===== config.mk =====
export PLATFORM = sky130hd
export DESIGN_NAME = seqdet_arb_ctrl
export DESIGN_NICKNAME = d
export VERILOG_FILES = /design/src/rtl/seqdet_arb_ctrl.sv
export SDC_FILE = /design/constraint.sdc
export NUM_CORES = 1
export LEC_CHECK = 0
export CORE_ASPECT_RATIO = 0.7
export CORE_MARGIN = 4
export CORE_UTILIZATION = 45
export CTS_BUF_LIST = sky130_fd_sc_hd__clkbuf_4 sky130_fd_sc_hd__clkbuf_8
export DETAILED_ROUTE_END_ITERATION = 6
export PLACE_DENSITY = 0.75
export SLEW_MARGIN = 40
export SYNTH_ARGS = -nofsm -noshare
export SYNTH_HDL_FRONTEND = slang
export SYNTH_SLANG_ARGS = --single-unit

===== constraint.sdc =====
create_clock -name clk -period 1.77 [get_ports clk]
set_input_delay 0.354 -clock clk [delete_from_list [all_inputs] [get_ports clk]]
set_output_delay 0.354 -clock clk [all_outputs]
set_load 0.1 [all_outputs]

===== src/rtl/seqdet_arb_ctrl.sv =====
// seqdet_arb_ctrl: two-channel round-robin arbiter feeding a serial pattern detector.
// A granted request word is shifted MSB first through a 4-bit pattern detector.
// The number of matches and the source channel are then reported through a
// valid/ready handshake.
// Build option: define SEQDET_OVERLAP_EN to let matches overlap. When it is
// undefined, the detector fill is cleared after each match.
//
// state  | meaning
// IDLE   | waiting for a request; in_ready asserted for the granted channel
// SHIFT  | feeding one word bit per cycle into the detector
// REPORT | holding the result until res_ready
module seqdet_arb_ctrl #(
    parameter int          WIDTH   = 8,
    parameter logic [3:0]  PATTERN = 4'b1011
) (
    input  logic             clk,
    input  logic             reset,
    input  logic [1:0]       in_valid,
    input  logic [WIDTH-1:0] in_data0,
    input  logic [WIDTH-1:0] in_data1,
    output logic [1:0]       in_ready,
    output logic             res_valid,
    input  logic             res_ready,
    output logic [3:0]       res_count,
    output logic             res_chan,
    output logic             busy
);

    typedef enum logic [1:0] {
        IDLE   = 2'd0,
        SHIFT  = 2'd1,
        REPORT = 2'd2
    } state_t;

    state_t           state_q, state_d;
    logic [WIDTH-1:0] word_q, word_d;
    logic [3:0]       cnt_q, cnt_d;
    logic [2:0]       hist_q, hist_d;
    logic [1:0]       fill_q, fill_d;
    logic [3:0]       count_q, count_d;
    logic             chan_q, chan_d;
    logic             last_q, last_d;

    logic             grant;
    logic             cur_bit;
    logic             match;

    // Tie goes to the channel not served last; a lone request always wins.
    always_comb begin
        grant = ~last_q;
        if (in_valid == 2'b01) begin
            grant = 1'b0;
        end else if (in_valid == 2'b10) begin
            grant = 1'b1;
        end
    end

    // Next-state, datapath updates and handshake outputs.
    always_comb begin
        state_d  = state_q;
        word_d   = word_q;
        cnt_d    = cnt_q;
        hist_d   = hist_q;
        fill_d   = fill_q;
        count_d  = count_q;
        chan_d   = chan_q;
        last_d   = last_q;
        in_ready = 2'b00;
        cur_bit  = word_q[WIDTH-1];
        match    = 1'b0;

        case (state_q)
            IDLE: begin
                if (!reset && (in_valid != 2'b00)) begin
                    in_ready[grant] = 1'b1;
                    word_d  = grant ? in_data1 : in_data0;
                    chan_d  = grant;
                    last_d  = grant;
                    count_d = 4'd0;
                    fill_d  = 2'd0;
                    hist_d  = 3'd0;
                    cnt_d   = 4'(WIDTH - 1);
                    state_d = SHIFT;
                end
            end
            SHIFT: begin
                match  = (fill_q == 2'd3) && ({hist_q, cur_bit} == PATTERN);
                word_d = word_q << 1;
                hist_d = {hist_q[1:0], cur_bit};
                if (fill_q != 2'd3) begin
                    fill_d = fill_q + 2'd1;
                end
                if (match) begin
                    count_d = count_q + 4'd1;
`ifdef SEQDET_OVERLAP_EN
                    fill_d  = fill_q;
`else
                    fill_d  = 2'd0;
`endif
                end
                if (cnt_q == 4'd0) begin
                    state_d = REPORT;
                end else begin
                    cnt_d = cnt_q - 4'd1;
                end
            end
            REPORT: begin
                if (res_ready) begin
                    state_d = IDLE;
                end
            end
            default: begin
                state_d = IDLE;
            end
        endcase
    end

    assign res_valid = (state_q == REPORT);
    assign res_count = count_q;
    assign res_chan  = chan_q;
    assign busy      = (state_q != IDLE);

    // State and datapath registers; reset leaves channel 0 winning the first tie.
    always_ff @(posedge clk) begin
        if (reset) begin
            state_q <= IDLE;
            word_q  <= '0;
            cnt_q   <= 4'd0;
            hist_q  <= 3'd0;
            fill_q  <= 2'd0;
            count_q <= 4'd0;
            chan_q  <= 1'b0;
            last_q  <= 1'b1;
        end else begin
            state_q <= state_d;
            word_q  <= word_d;
            cnt_q   <= cnt_d;
            hist_q  <= hist_d;
            fill_q  <= fill_d;
            count_q <= count_d;
            chan_q  <= chan_d;
            last_q  <= last_d;
        end
    end

endmodule


==> Word-level counts from Yosys, hierarchy flattened <==
Index checks and enable logic that the tools add are counted.
{ "op_classes": {"n_bitwise": 1, "n_addsub": 3, "n_div": 0, "mul": 0, "shift": 0, "n_eq_ne": 13, "reduce_logical": 15, "n_mux": 25, "n_lt_le_gt_ge": 2} }
{ "ops": {"columns": ["cell", "count"], "rows": [
  ["$mux W2", 8],
  ["$mux W4", 4],
  ["$mux W8", 2],
  ["$pmux W4 S2", 2],
  ["$pmux W8 S2", 1],
  ["$reduce_and A3 Y1", 4],
  ["$ne A2 B2 Y1 const B", 5],
  ["$eq A2 B2 Y1 const B", 3],
  ["$pmux W2 S3", 1],
  ["$pmux W3 S2", 1],
  ["$reduce_bool A2 Y1", 3],
  ["$add A4 B1 Y4 const B", 1],
  ["$eq A2 B1 Y1 const B", 2],
  ["$eq A4 B4 Y1 const B", 1],
  ["$logic_not A4 Y1", 1],
  ["$pmux W2 S2", 1],
  ["$reduce_and A2 Y1", 2],
  ["$sub A4 B1 Y4 const B", 1],
  ["$logic_and A1 B1 Y1", 3],
  ["$mux W1", 3],
  ["$mux W3", 1],
  ["$ne A3 B3 Y1 const B", 1],
  ["$add A2 B1 Y2 const B", 1],
  ["$logic_not A2 Y1", 1],
  ["6 further kinds", 6]
]} }
{ "word_totals": {"ram_bits": 0, "rom_bits": 0, "n_memories": 0, "output_inout_bits": 9, "in_bits": 21, "latchBits": 0, "regBits": 25} }

==> Logic depth before layout (Yosys ltp) <==
Gate-level depths: netlist (run 1).
{ "logic_depth": {"ltp_word": 9, "ltp_mapped": 6, "mapped_depth_nobuf": 6} }

==> Worst setup path after synthesis (run 1) <==
No wires, ideal clock.
{ "synth_path": {"path_kind": "register to register", "from": "register state_q[1]", "to": "register word_q[0]", "period_less_slack_ps": 2222, "required_time_ps": 1702, "stages_incl_launch_ff": 5, "setup_slack_ps": -452, "arrival_ps": 2153, "path_buffers": 0, "path_cell_list": "dfxtp_1 -> or3_4 -> a211oi_4 -> a22oi_2 -> a21oi_2"} }
{ "synth_via": {"elab_chain_cells": 3} }
{ "synth_rtl": {"columns": ["element", "line", "text"], "rows": [
  ["start, declared", "35", "state_t state_q, state_d;"],
  ["start signal, assigned", "135", "state_q <= state_d;"],
  ["$eq A2 B1 Y1 / $logic_not A2 Y1 (equally long branches)", "72", "case (state_q)"],
  ["$reduce_bool A2 Y1 (no line) / $ne A2 B2 Y1 (equally long branches)", null, null],
  ["$reduce_and A2 Y1 (no line)", null, null],
  ["end signal, assigned", "136", "word_q <= word_d;"],
  ["end, declared", "36", "logic [WIDTH-1:0] word_q, word_d;"]
]} }
Several ways; a longest one is shown, not always the timed one.
A chain may end at the register's enable or synchronous reset.

==> Worst setup path after layout (run 1) <==
{ "layout_path": {"from": "register state_q[0]", "to": "output port in_ready[0]"} }
{ "layout_via": {"elab_chain_cells": 2} }
{ "layout_rtl": {"columns": ["element", "line", "text"], "rows": [
  ["$logic_not A2 Y1", "72", null],
  ["$mux W2", "72", null],
  ["end, declared", "21", "output logic [1:0] in_ready,"]
]} }
Every way passes these cells.

==> load_flow_metrics.sql, run 1 <==
INSERT INTO impl_metrics (metric_group, metric, value, unit) VALUES
('run_status', 'run_status', 'complete, but fails checks', ''),
('run_status', 'failed_checks', 'negative setup slack', ''),
('global_routing', 'grt_pass1_vias', '1207', ''),
('timing', 'timing.final.max_slew_violations', '0', ''),
('worst_setup_path', 'crit_path_max_incr_delay', '0.38', 'ns'),
('place', 'detailedPlace.worstSlack', '-0.240', 'ns'),
('place', 'dp.cells', '207', ''),
('worst_setup_path', 'worst_setup_path_start_kind', 'flop', ''),
('pwr', 'power.density', '898', 'nW/um^2'),
('worst_setup_path', 'number_of_cells_traversed_by_the_worst_register_to_register_path', '6', ''),
('timing', 'fin_ws', '-0.0807', 'ns'),
('route', 'detailedRoute.firstIterationViolations', '63', ''),
('timing', 'setup_viol', '1', ''),
('yosys', 'synth_top_flop_cell', 'dfxtp_1', ''),
('finish', 'n_antenna_cell', '0', ''),
('finish', 'final_net_count', '205', ''),
('floorplanning', 'start_util', '0.478', ''),
('floorplanning', 'placementRows', '15', ''),
('cts', 'path_clk_slew', '0.09', 'ns'),
('worst_hold_path', 'min-delay-path-class', 'reg -> reg', ''),
('route', 'total_iterations_of_the_first_detailed_routing_run', '4', ''),
('yosys', 'postSynth.asyncResetShare', '0', ''),
('flow_run', 'maxCapViolations', '0', ''),
('pwr', 'power_leakage', '0.713', 'nW'),
('finish', 'nFillCells', '195', ''),
('global_routing', 'grt_start_max_net_pins', '22', ''),
('global_routing', 'global_route_wire_length_before_repair', '5.47', 'mm'),
('worst_setup_path', 'critical_path_required', '1.42', 'ns'),
('timing', 'finalHoldViolations', '0', ''),
('pwr', 'vdd.ir_drop.worst', '0.000587', 'V'),
('floorplanning', 'ioPinCount', '30', ''),
('worst_setup_path', 'slowest_stage_cell_on_the_critical_path', 'or3_4', ''),
('cts', 'cts_max_level', '1', ''),
('yosys', 'sequential_element_share_of_the_synthesized_area', '0.416', ''),
('timing', 'worst_slew_margin_rel', '0.735', ''),
('cts', 'clock_insertion_delay_worst_skew', '0.28', 'ns'),
('cts', 'clkSinkCount', '25', ''),
('timing', 'post-route-period-util', '1.05', ''),
('cts', 'tritoncts', 'yes', ''),
('timing', 'timing.fmax', '0.540', 'GHz'),
('worst_setup_path', 'path_max_fanout', '2', ''),
('finish', 'area_occupied_by_multi_input_gates', '671', 'sq um'),
('finish', 'area.sequential', '510', 'sq um'),
('yosys', 'synth_enable_flop_cells', '0', ''),
('worst_setup_path', 'criticalPathCategory', 'reg -> out', ''),
('route', 'wire_per_inst', '14.7', 'microns'),
('yosys', 'syn_inst', '136', ''),
('global_routing', 'grt_remaining_overflow', '0', ''),
('yosys', 'synth_top_area_frac', '0.416', ''),
('floorplanning', 'die-width', '69.8', 'microns'),
('yosys', 'postSynthNetCount', '160', ''),
('cts', 'cts_made_buffers', '3', ''),
('worst_setup_path', 'cp_cell_sequence', 'or3_4 > a211oi_4 > buf_12', ''),
('cts', 'clockRootBuffer', 'clkbuf_8', ''),
('route', 'route.final.wire_length', '3.15', 'mm'),
('global_routing', 'grt_util_all_layers', '0.188', ''),
('finish', 'area.growth.synth_to_final', '50.2', '%'),
('worst_setup_path', 'critical_path.endpoint_type', 'primary output', ''),
('route', 'antenna_violating_nets_post_route', '0', ''),
('yosys', 'synth.largest_area_cell', 'dfxtp_1', ''),
('route', 'vias', '1183', ''),
('finish', 'final_layout_size_suffix_gt1_frac', '0.261', ''),
('yosys', 'ys_top_cells_by_area', 'dfxtp_1, a22oi_1, nand2_1, ha_1, nor2_1', ''),
('yosys', 'synth_commonest_cells', 'dfxtp_1, a22oi_1, nand2_1', ''),
('yosys', 'synth_area', '1200', 'sq um'),
('route', 'routed_via_density', '5.53', ''),
('worst_hold_path', 'hold-path-cell-count', '2', ''),
('yosys', 'yosys.cell_types.count', '41', ''),
('floorplanning', 'die-area', '3580', 'sq um'),
('cts', 'cts.path.max_buffers', '2', ''),
('timing', 'min_period', '1.85', 'ns');
stage by stage:
step,TNS (ns),hold WS (ns),cell area [sq um],utilization,total power [W]
4_1_cts,-0.131,0.466,1790,0.713,0.00161
2_1_floorplan,-2.40,0.420,1210,-,0.00101
6_report,-0.0807,0.471,1810,0.718,0.00162
5_1_grt,-0.124,0.489,1810,0.718,0.00170
3_5_place_dp,-2.74,0.443,1710,0.680,0.00123
3_3_place_gp,-2.32,0.442,1710,0.680,0.00121
worst max-delay path: cells and delay by family, from the launching register on:
kind	cells	cell delay, ns
AO/OA/AOI/OAI	1	0.27
buffers and inverters	1	0.22
flip-flops	1	0.35
AND/OR/NAND/NOR	1	0.38
layout make-up:
type	count	area share
inverters	8	0.0166
clock inverters	1	0.00485
clock buffers	3	0.0229
flip-flops and latches	25	0.283
repair buffers	45	0.278
multi-input cells	98	0.371
well taps	34	0.0236
what timing repair did:
action / CTS / global route
setup endpoints to repair: 2 / 5
gates cloned: 0 / 0
hold buffers: 0 / 0
pin swaps: 2 / 3
buffers inserted: 2 / 1
gates resized for setup: 10 / 2
flip-flops by register name, indices dropped and copies added, names as in the netlist:
register / cells
word_q: 8
fill_q: 2
hist_q: 3
last_q: 1
cnt_q: 4
state_q: 2
res_count: 4
res_chan: 1
final timing paths:
check	startpoint	to	slack (ns)
setup / recovery	state_q[0]$_SDFFE_PP0P_	in_ready[0]	-0.08
hold / removal	word_q[6]$_SDFFE_PP0P_	word_q[6]$_SDFFE_PP0P_	0.47
setup reg to reg	state_q[0]$_SDFFE_PP0P_	word_q[7]$_SDFFE_PP0P_	0.11
hold reg to reg	word_q[6]$_SDFFE_PP0P_	word_q[6]$_SDFFE_PP0P_	0.47
power breakdown:
group          total, W  internal, W  switching, W
logic          0.000585     0.000260      0.000325
registers      0.000668     0.000625     0.0000432
clock network  0.000369     0.000165      0.000203
total           0.00162      0.00105      0.000572
cells in the final DEF, fill, tap and decap left out, drive strengths merged, types with 2 or more instances in the layout:
cell,count
mux2i,2
nand2b,3
or2,2
or3,3
clkbuf,3
a22oi,12
a21boi,2
o41ai,2
nor2,10
inv,9
nand3,5
nor2b,3
dfxtp,25
ha,3
a21oi,10
a311oi,2
buf,25
nand2,11
o21ai,8
a211oi,2
clkdlybuf4s50,17
a221oi,2
o211ai,2
nor3,4
per-layer routing:
metal / global-route usage / wire length, microns
met5: 0 / 0
met4: 0.0382 / 29
met3: 0.0511 / 172
met2: 0.318 / 1490
met1: 0.241 / 1460
kinds of logic after synthesis:
kind of cell    count (synthesis)  synth area share
simple gates                   46             0.204
fa+ha+maj                       3            0.0312
buf+inv                        13            0.0406
mux                             2            0.0166
flops                          25             0.416
compound gates                 47             0.291
No activity file was read; power rests on OpenSTA's default activity.
==> inputs of run 2 (changes only) <==
DONT_BUFFER_PORTS = 1   (was default)
PLACE_DENSITY = 0.61   (was 0.75)
==> run 2 against run 1 <==
Net effect: the run still ends with negative setup slack left; sequential share of layout area rose by 7.9 points; clock skew rose by 0.0027 ns; power fell by 11%; combinational power fell by 27%; design area fell by 23%; count of clock-buffer cells in the layout rose by 1; clock power fell by 5%; register-to-register slack improved by 0.13 ns; die area did not move; first-iteration DRC count fell by 35%; highest routed layer unchanged.
==> load_flow_metrics.sql, run 2 (synthesized netlist as in run 1, its figures left out) <==
INSERT INTO impl_metrics (metric_group, metric, value, unit) VALUES
('finish', 'final_cell_mix', 'dfxtp_1, nand2_1, a22oi_1', ''),
('timing', 'finalHoldViolations', '0', ''),
('route', 'routed_via_density', '5.80', ''),
('floorplanning', 'die-area', '3580', 'sq um'),
('timing', 'timing.final.max_slew_violations', '0', ''),
('timing', 'worst_hold_slack_across_all_endpoints', '0.146', 'ns'),
('timing', 'clock_skew', '0.00502', 'ns'),
('worst_setup_path', 'worst_ep_arrival_time', '1.48', 'ns'),
('floorplanning', 'die-width', '69.8', 'microns'),
('worst_hold_path', 'hold-path-cell-count', '1', ''),
('global_routing', 'grt_remaining_overflow', '0', ''),
('timing', 'worst_slew_margin_rel', '0.702', ''),
('cts', 'cts.hold.buffers_added', '0', ''),
('route', 'wire_per_inst', '15.1', 'microns'),
('worst_setup_path', 'critical_path.endpoint_type', 'primary output', ''),
('timing', 'setup_viol', '1', ''),
('pwr', 'power.share.switching', '0.343', ''),
('place', 'gp_congestion', '0.796', ''),
('cts', 'path_clk_slew', '0.09', 'ns'),
('place', 'detailedPlace.worstSlack', '0.217', 'ns'),
('pwr', 'netSwitchingPower', '0.000497', 'W'),
('floorplanning', 'ioPinCount', '30', ''),
('global_routing', 'antenna_found_initial', '0', ''),
('floorplanning', 'placementRows', '15', ''),
('pwr', 'pwr-share-clk', '0.242', ''),
('finish', 'n_antenna_cell', '0', ''),
('timing', 'worstMarginPinSlew', '0.447', 'ns'),
('run_status', 'failed_checks', 'negative setup slack', ''),
('timing', 'post-route-period-util', '1.04', ''),
('worst_setup_path', 'criticalPathCategory', 'reg -> out', ''),
('route', 'vias', '1050', ''),
('pwr', 'part_of_the_total_power_dissipated_in_combinational_logic', '0.295', ''),
('timing', 'timing.fmax', '0.546', 'GHz'),
('cts', 'post-cts-setup-buffer-count', '0', ''),
('route', 'antenna_violating_nets_post_route', '0', ''),
('worst_setup_path', 'critical_path_required', '1.42', 'ns'),
('worst_hold_path', 'min-delay-path-class', 'in -> reg', ''),
('cts', 'tritoncts', 'yes', ''),
('finish', 'final_layout_size_suffix_gt1_frac', '0.218', ''),
('cts', 'cts_made_buffers', '3', ''),
('floorplanning', 'placeableCoreArea', '2510', 'sq um'),
('place', 'io_buffer_count', '0', ''),
('flow_run', 'maxCapViolations', '0', ''),
('global_routing', 'grt_pass1_vias', '932', ''),
('finish', 'nFillCells', '238', ''),
('pwr', 'p_int', '0.000953', 'W'),
('run_status', 'run_status', 'complete, but fails checks', ''),
('pwr', 'vdd.ir_drop.worst', '0.000575', 'V'),
('timing', 'grt_setup_unrepaired', 'yes', ''),
('cts', 'cts.path.max_buffers', '2', ''),
('route', 'total_iterations_of_the_first_detailed_routing_run', '4', ''),
('place', 'dp_hpwl', '2.14', 'mm'),
('pwr', 'power_leakage', '0.535', 'nW'),
('cts', 'cts_max_level', '1', ''),
('finish', 'final_net_count', '172', ''),
('timing', 'min_period', '1.83', 'ns'),
('global_routing', 'global_route_wire_length_before_repair', '4.57', 'mm'),
('cts', 'clock_insertion_delay_worst_skew', '0.27', 'ns'),
('worst_setup_path', 'worst_setup_path_start_kind', 'flop', ''),
('cts', 'clkSinkCount', '25', ''),
('global_routing', 'grt_start_max_net_pins', '24', ''),
('pwr', 'power.density', '1040', 'nW/um^2'),
('floorplanning', 'die_h', '51.3', 'microns'),
('finish', 'area.growth.synth_to_final', '16.2', '%'),
('route', 'route.final.wire_length', '2.73', 'mm'),
('worst_setup_path', 'number_of_cells_traversed_by_the_worst_register_to_register_path', '5', ''),
('finish', 'max_flop_register', 'word_q', ''),
('timing', 'fin_ws', '-0.0627', 'ns'),
('route', 'drt_drc_violations_left', '0', ''),
('finish', 'commonest_non_fill_non_tap_cell_in_the_layout', 'dfxtp_1', ''),
('finish', 'number_of_flip_flops_under_the_largest_register_name', '8', ''),
('floorplanning', 'start_util', '0.478', ''),
('route', 'detailedRoute.firstIterationViolations', '41', ''),
('worst_setup_path', 'path_max_fanout', '8', ''),
('cts', 'clockRootBuffer', 'clkbuf_8', ''),
('pwr', 'seq_power_share', '0.463', ''),
('global_routing', 'grt_util_all_layers', '0.164', '');
## run 2: per-stage QoR
| stage | cell area (sq um) | utilization | total power (W) | instances | setup TNS [ns] |
|---|---|---|---|---|---|
| global placement | 1350 | 0.535 | 0.00110 | 177 | 0 |
| global route | 1400 | 0.556 | 0.00154 | 181 | -0.119 |
| detailed placement | 1350 | 0.535 | 0.00111 | 177 | 0 |
| floorplan | 1210 | - | 0.00101 | 136 | -2.40 |
| finish | 1400 | 0.556 | 0.00145 | 181 | -0.0627 |
| CTS | 1400 | 0.556 | 0.00146 | 181 | -0.0632 |
## run 2: area by class of cell
type                    count  area, sq um  share of cell area
flip-flops and latches     25          505               0.362
repair buffers             12          115              0.0824
well taps                  34         42.5              0.0304
inverters                   8         30.0              0.0215
clock buffers               4         48.8              0.0349
multi-input cells          98          656               0.469
## run 2: worst max-delay path, stage by stage (launching register included)
cell and delay [ns]:
dfxtp_2 0.35, or3_4 0.42, a211oi_4 0.21, buf_12 0.22
## run 2: path summary, 6_finish.rpt
path         slack [ns]                      to                    start
max               -0.06             in_ready[0]  state_q[0]$_SDFFE_PP0P_
min                0.15  hist_q[2]$_SDFFE_PP0P_                    reset
max reg2reg        0.24  word_q[7]$_SDFFE_PP0P_  state_q[0]$_SDFFE_PP0P_
min reg2reg        0.45  word_q[0]$_SDFFE_PP0P_   word_q[0]$_SDFFE_PP0P_
## run 2: power by group through the flow
| stage | sequential [W] | clock, W | combinational, W |
|---|---|---|---|
| floorplan | 0.000691 | 0 | 0.000321 |
| global placement | 0.000680 | 0 | 0.000421 |
| detailed placement | 0.000682 | 0 | 0.000429 |
| CTS | 0.000671 | 0.000359 | 0.000430 |
| global route | 0.000681 | 0.000393 | 0.000465 |
| finish | 0.000671 | 0.000351 | 0.000427 |
## run 2: timing repair
item | CTS | global route
resized for setup | 2 | 0
pin swaps | 0 | 0
endpoints found under the setup margin | 2 | 2
## run 2: routing by layer
metal,vias to the layer above,global-route usage,part of all wire
li1,528,-,-
met4,0,0.0382,0.0081
met1,490,0.214,0.47
met2,27,0.254,0.45
met3,5,0.0668,0.077
met5,-,0,0
==> inputs of run 3 (changes only) <==
PLACE_DENSITY = 0.69   (was 0.61)
==> run 3 against run 2 <==
Net effect: the flow still finishes with violations (negative setup slack); final cell count grew 0.55%; hold slack is essentially flat; sequential share of layout area shrank 0.35 points; wire length grew 1.4%; clock skew shrank 0.0023 ns; count of clock-buffer cells in the layout shrank 1; first-iteration DRC count grew 56%; largest cell class unchanged; design area grew 0.98%; non-clock buffer count grew 1.
==> load_flow_metrics.sql, run 3 (synthesized netlist as in run 1, its figures left out) <==
INSERT INTO impl_metrics (metric_group, metric, value, unit) VALUES
('cts', 'clockRootBuffer', 'clkbuf_8', ''),
('finish', 'area.sequential', '505', 'sq um'),
('global_routing', 'grt_util_all_layers', '0.164', ''),
('route', 'total_iterations_of_the_first_detailed_routing_run', '4', ''),
('worst_hold_path', 'hold_path_startpoint', 'reset', ''),
('place', 'io_buffer_count', '0', ''),
('worst_setup_path', 'cp-startpoint', 'state_q[0]$_SDFFE_PP0P_', ''),
('timing', 'timing.fmax', '0.543', 'GHz'),
('worst_setup_path', 'critical_path_required', '1.42', 'ns'),
('global_routing', 'antenna_found_initial', '0', ''),
('finish', 'nFillCells', '236', ''),
('pwr', 'post-layout-total-power', '0.00145', 'W'),
('floorplanning', 'placementRows', '15', ''),
('pwr', 'power_leakage', '0.541', 'nW'),
('worst_setup_path', 'number_of_cells_traversed_by_the_worst_register_to_register_path', '6', ''),
('worst_setup_path', 'worst_ep_arrival_time', '1.49', 'ns'),
('global_routing', 'global_route_wire_length_before_repair', '4.62', 'mm'),
('timing', 'timing.final.max_slew_violations', '0', ''),
('route', 'drt_drc_violations_left', '0', ''),
('floorplanning', 'die-area', '3580', 'sq um'),
('run_status', 'failed_checks', 'negative setup slack', ''),
('floorplanning', 'die-width', '69.8', 'microns'),
('worst_setup_path', 'cp_cell_sequence', 'or3_4 > a211oi_4 > buf_12', ''),
('cts', 'cts_made_buffers', '3', ''),
('place', 'gp_congestion', '0.880', ''),
('worst_hold_path', 'min-delay-path-class', 'in -> reg', ''),
('timing', 'finalHoldViolations', '0', ''),
('cts', 'path_clk_slew', '0.08', 'ns'),
('worst_setup_path', 'worst-path-buf-inv', '1', ''),
('worst_setup_path', 'path_max_fanout', '8', ''),
('timing', 'post-route-period-util', '1.04', ''),
('run_status', 'run_status', 'complete, but fails checks', ''),
('worst_setup_path', 'slowest_stage_cell_on_the_critical_path', 'or3_4', ''),
('floorplanning', 'placeableCoreArea', '2510', 'sq um'),
('timing', 'clock_skew', '0.00273', 'ns'),
('cts', 'cts_max_level', '1', ''),
('worst_setup_path', 'critical_path.endpoint_type', 'primary output', ''),
('timing', 'worst_slew_margin_rel', '0.725', ''),
('finish', 'area_occupied_by_multi_input_gates', '664', 'sq um'),
('finish', 'final_cell_mix', 'dfxtp_1, nand2_1, a22oi_1, buf_4, nor2_1', ''),
('finish', 'number_of_flip_flops_under_the_largest_register_name', '8', ''),
('global_routing', 'grt_pass1_vias', '1035', ''),
('worst_setup_path', 'crit_path_max_incr_delay', '0.42', 'ns'),
('place', 'dp_hpwl', '2.09', 'mm'),
('finish', 'n_antenna_cell', '0', ''),
('pwr', 'vdd.ir_drop.worst', '0.000553', 'V'),
('route', 'vias', '1049', ''),
('timing', 'worstMarginPinSlew', '0.413', 'ns'),
('cts', 'clkSinkCount', '25', ''),
('worst_setup_path', 'criticalPathCategory', 'reg -> out', ''),
('floorplanning', 'start_util', '0.478', ''),
('flow_run', 'maxCapViolations', '0', ''),
('finish', 'postLayoutCoreUtil', '0.561', ''),
('route', 'routed_via_density', '5.76', ''),
('timing', 'grt_setup_unrepaired', 'yes', ''),
('finish', 'max_flop_register', 'word_q', ''),
('timing', 'min_period', '1.84', 'ns'),
('route', 'route.final.wire_length', '2.76', 'mm'),
('finish', 'final_net_count', '173', ''),
('finish', 'commonest_non_fill_non_tap_cell_in_the_layout', 'dfxtp_1', ''),
('worst_setup_path', 'cp_top_family', 'simple AND/OR/NAND/NOR gates', ''),
('floorplanning', 'ioPinCount', '30', ''),
('global_routing', 'grt_remaining_overflow', '0', ''),
('floorplanning', 'die_h', '51.3', 'microns'),
('global_routing', 'grt_start_max_net_pins', '24', ''),
('route', 'antenna_violating_nets_post_route', '0', ''),
('worst_setup_path', 'worst_setup_path_start_kind', 'flop', ''),
('route', 'wire_per_inst', '15.2', 'microns'),
('finish', 'area.growth.synth_to_final', '17.4', '%'),
('route', 'detailedRoute.firstIterationViolations', '64', ''),
('worst_setup_path', 'worstReg2RegStart', 'state_q[0]$_SDFFE_PP0P_', ''),
('timing', 'setup_tns', '-0.0727', 'ns'),
('cts', 'clock_insertion_delay_worst_skew', '0.27', 'ns'),
('cts', 'tritoncts', 'yes', ''),
('pwr', 'power.density', '1030', 'nW/um^2'),
('finish', 'final_layout_size_suffix_gt1_frac', '0.230', ''),
('timing', 'fin_ws', '-0.0727', 'ns'),
('worst_setup_path', 'critical_path_cell_count', '3', ''),
('worst_hold_path', 'hold-path-cell-count', '1', ''),
('cts', 'cts.path.max_buffers', '2', ''),
('timing', 'setup_viol', '1', '');
==> run 3: cell types whose count changed in the layout (fill, tap and decap cells not counted) <==
cell      change
nor3_4        +1
nor3_2        -1
clkbuf_4      -1
clkinv_2      +1
and2_1        -1
buf_4         +1
and2_4        +1
==> run 3: power breakdown <==
part,switching (W),internal [W],leakage [nW]
Sequential,0.0000498,0.000625,0.206
Combinational,0.000281,0.000160,0.309
Clock,0.000174,0.000157,0.0255
==> run 3: worst paths after layout <==
check	end	slack (ns)
max	in_ready[0]	-0.07
min	word_q[0]$_SDFFE_PP0P_	0.15
max reg2reg	res_count[2]$_SDFFE_PP0P_	0.17
min reg2reg	word_q[0]$_SDFFE_PP0P_	0.46
==> run 3: worst reg2reg max path: cells and delay by family, from the launching register on <==
| family | cells | cell delay [ns] |
|---|---|---|
| AND/OR/NAND/NOR | 3 | 0.77 |
| buffers and inverters | 2 | 0.31 |
| AO/OA/AOI/OAI | 1 | 0.11 |
| flip-flops | 1 | 0.36 |
==> run 3: area by class of cell <==
cell class              count  area share
inverters                   8      0.0213
repair buffers             13      0.0869
well taps                  34      0.0301
multi-input cells          98       0.471
flip-flops and latches     25       0.358
clock inverters             1     0.00355
clock buffers               3      0.0293
==> run 3: timing repair <==
action,in CTS,in global routing
gates cloned,0,0
pin swaps,1,1
buffers inserted,0,1
hold buffers,0,0
gates resized for setup,4,0
setup endpoints to repair,2,2
==> run 3: through the flow <==
step / hold WS, ns / setup slack [ns] / cell area, sq um / cells
after CTS: 0.132 / -0.0767 / 1400 / 181
final: 0.146 / -0.0727 / 1410 / 182
after detailed placement: 0.424 / 0.138 / 1350 / 177
after global placement: 0.423 / 0.196 / 1350 / 177
after global routing: 0.123 / -0.115 / 1410 / 182
after floorplan: 0.420 / -0.355 / 1210 / 136
==> run 3: metal layers <==
| metal | vias to the layer above | wire (microns) | global-route usage |
|---|---|---|---|
| met5 | - | 0 | 0 |
| met4 | 0 | 23 | 0.0382 |
| met3 | 2 | 173 | 0.0530 |
| met2 | 29 | 1280 | 0.284 |
| met1 | 494 | 1290 | 0.200 |
| li1 | 524 | - | - |
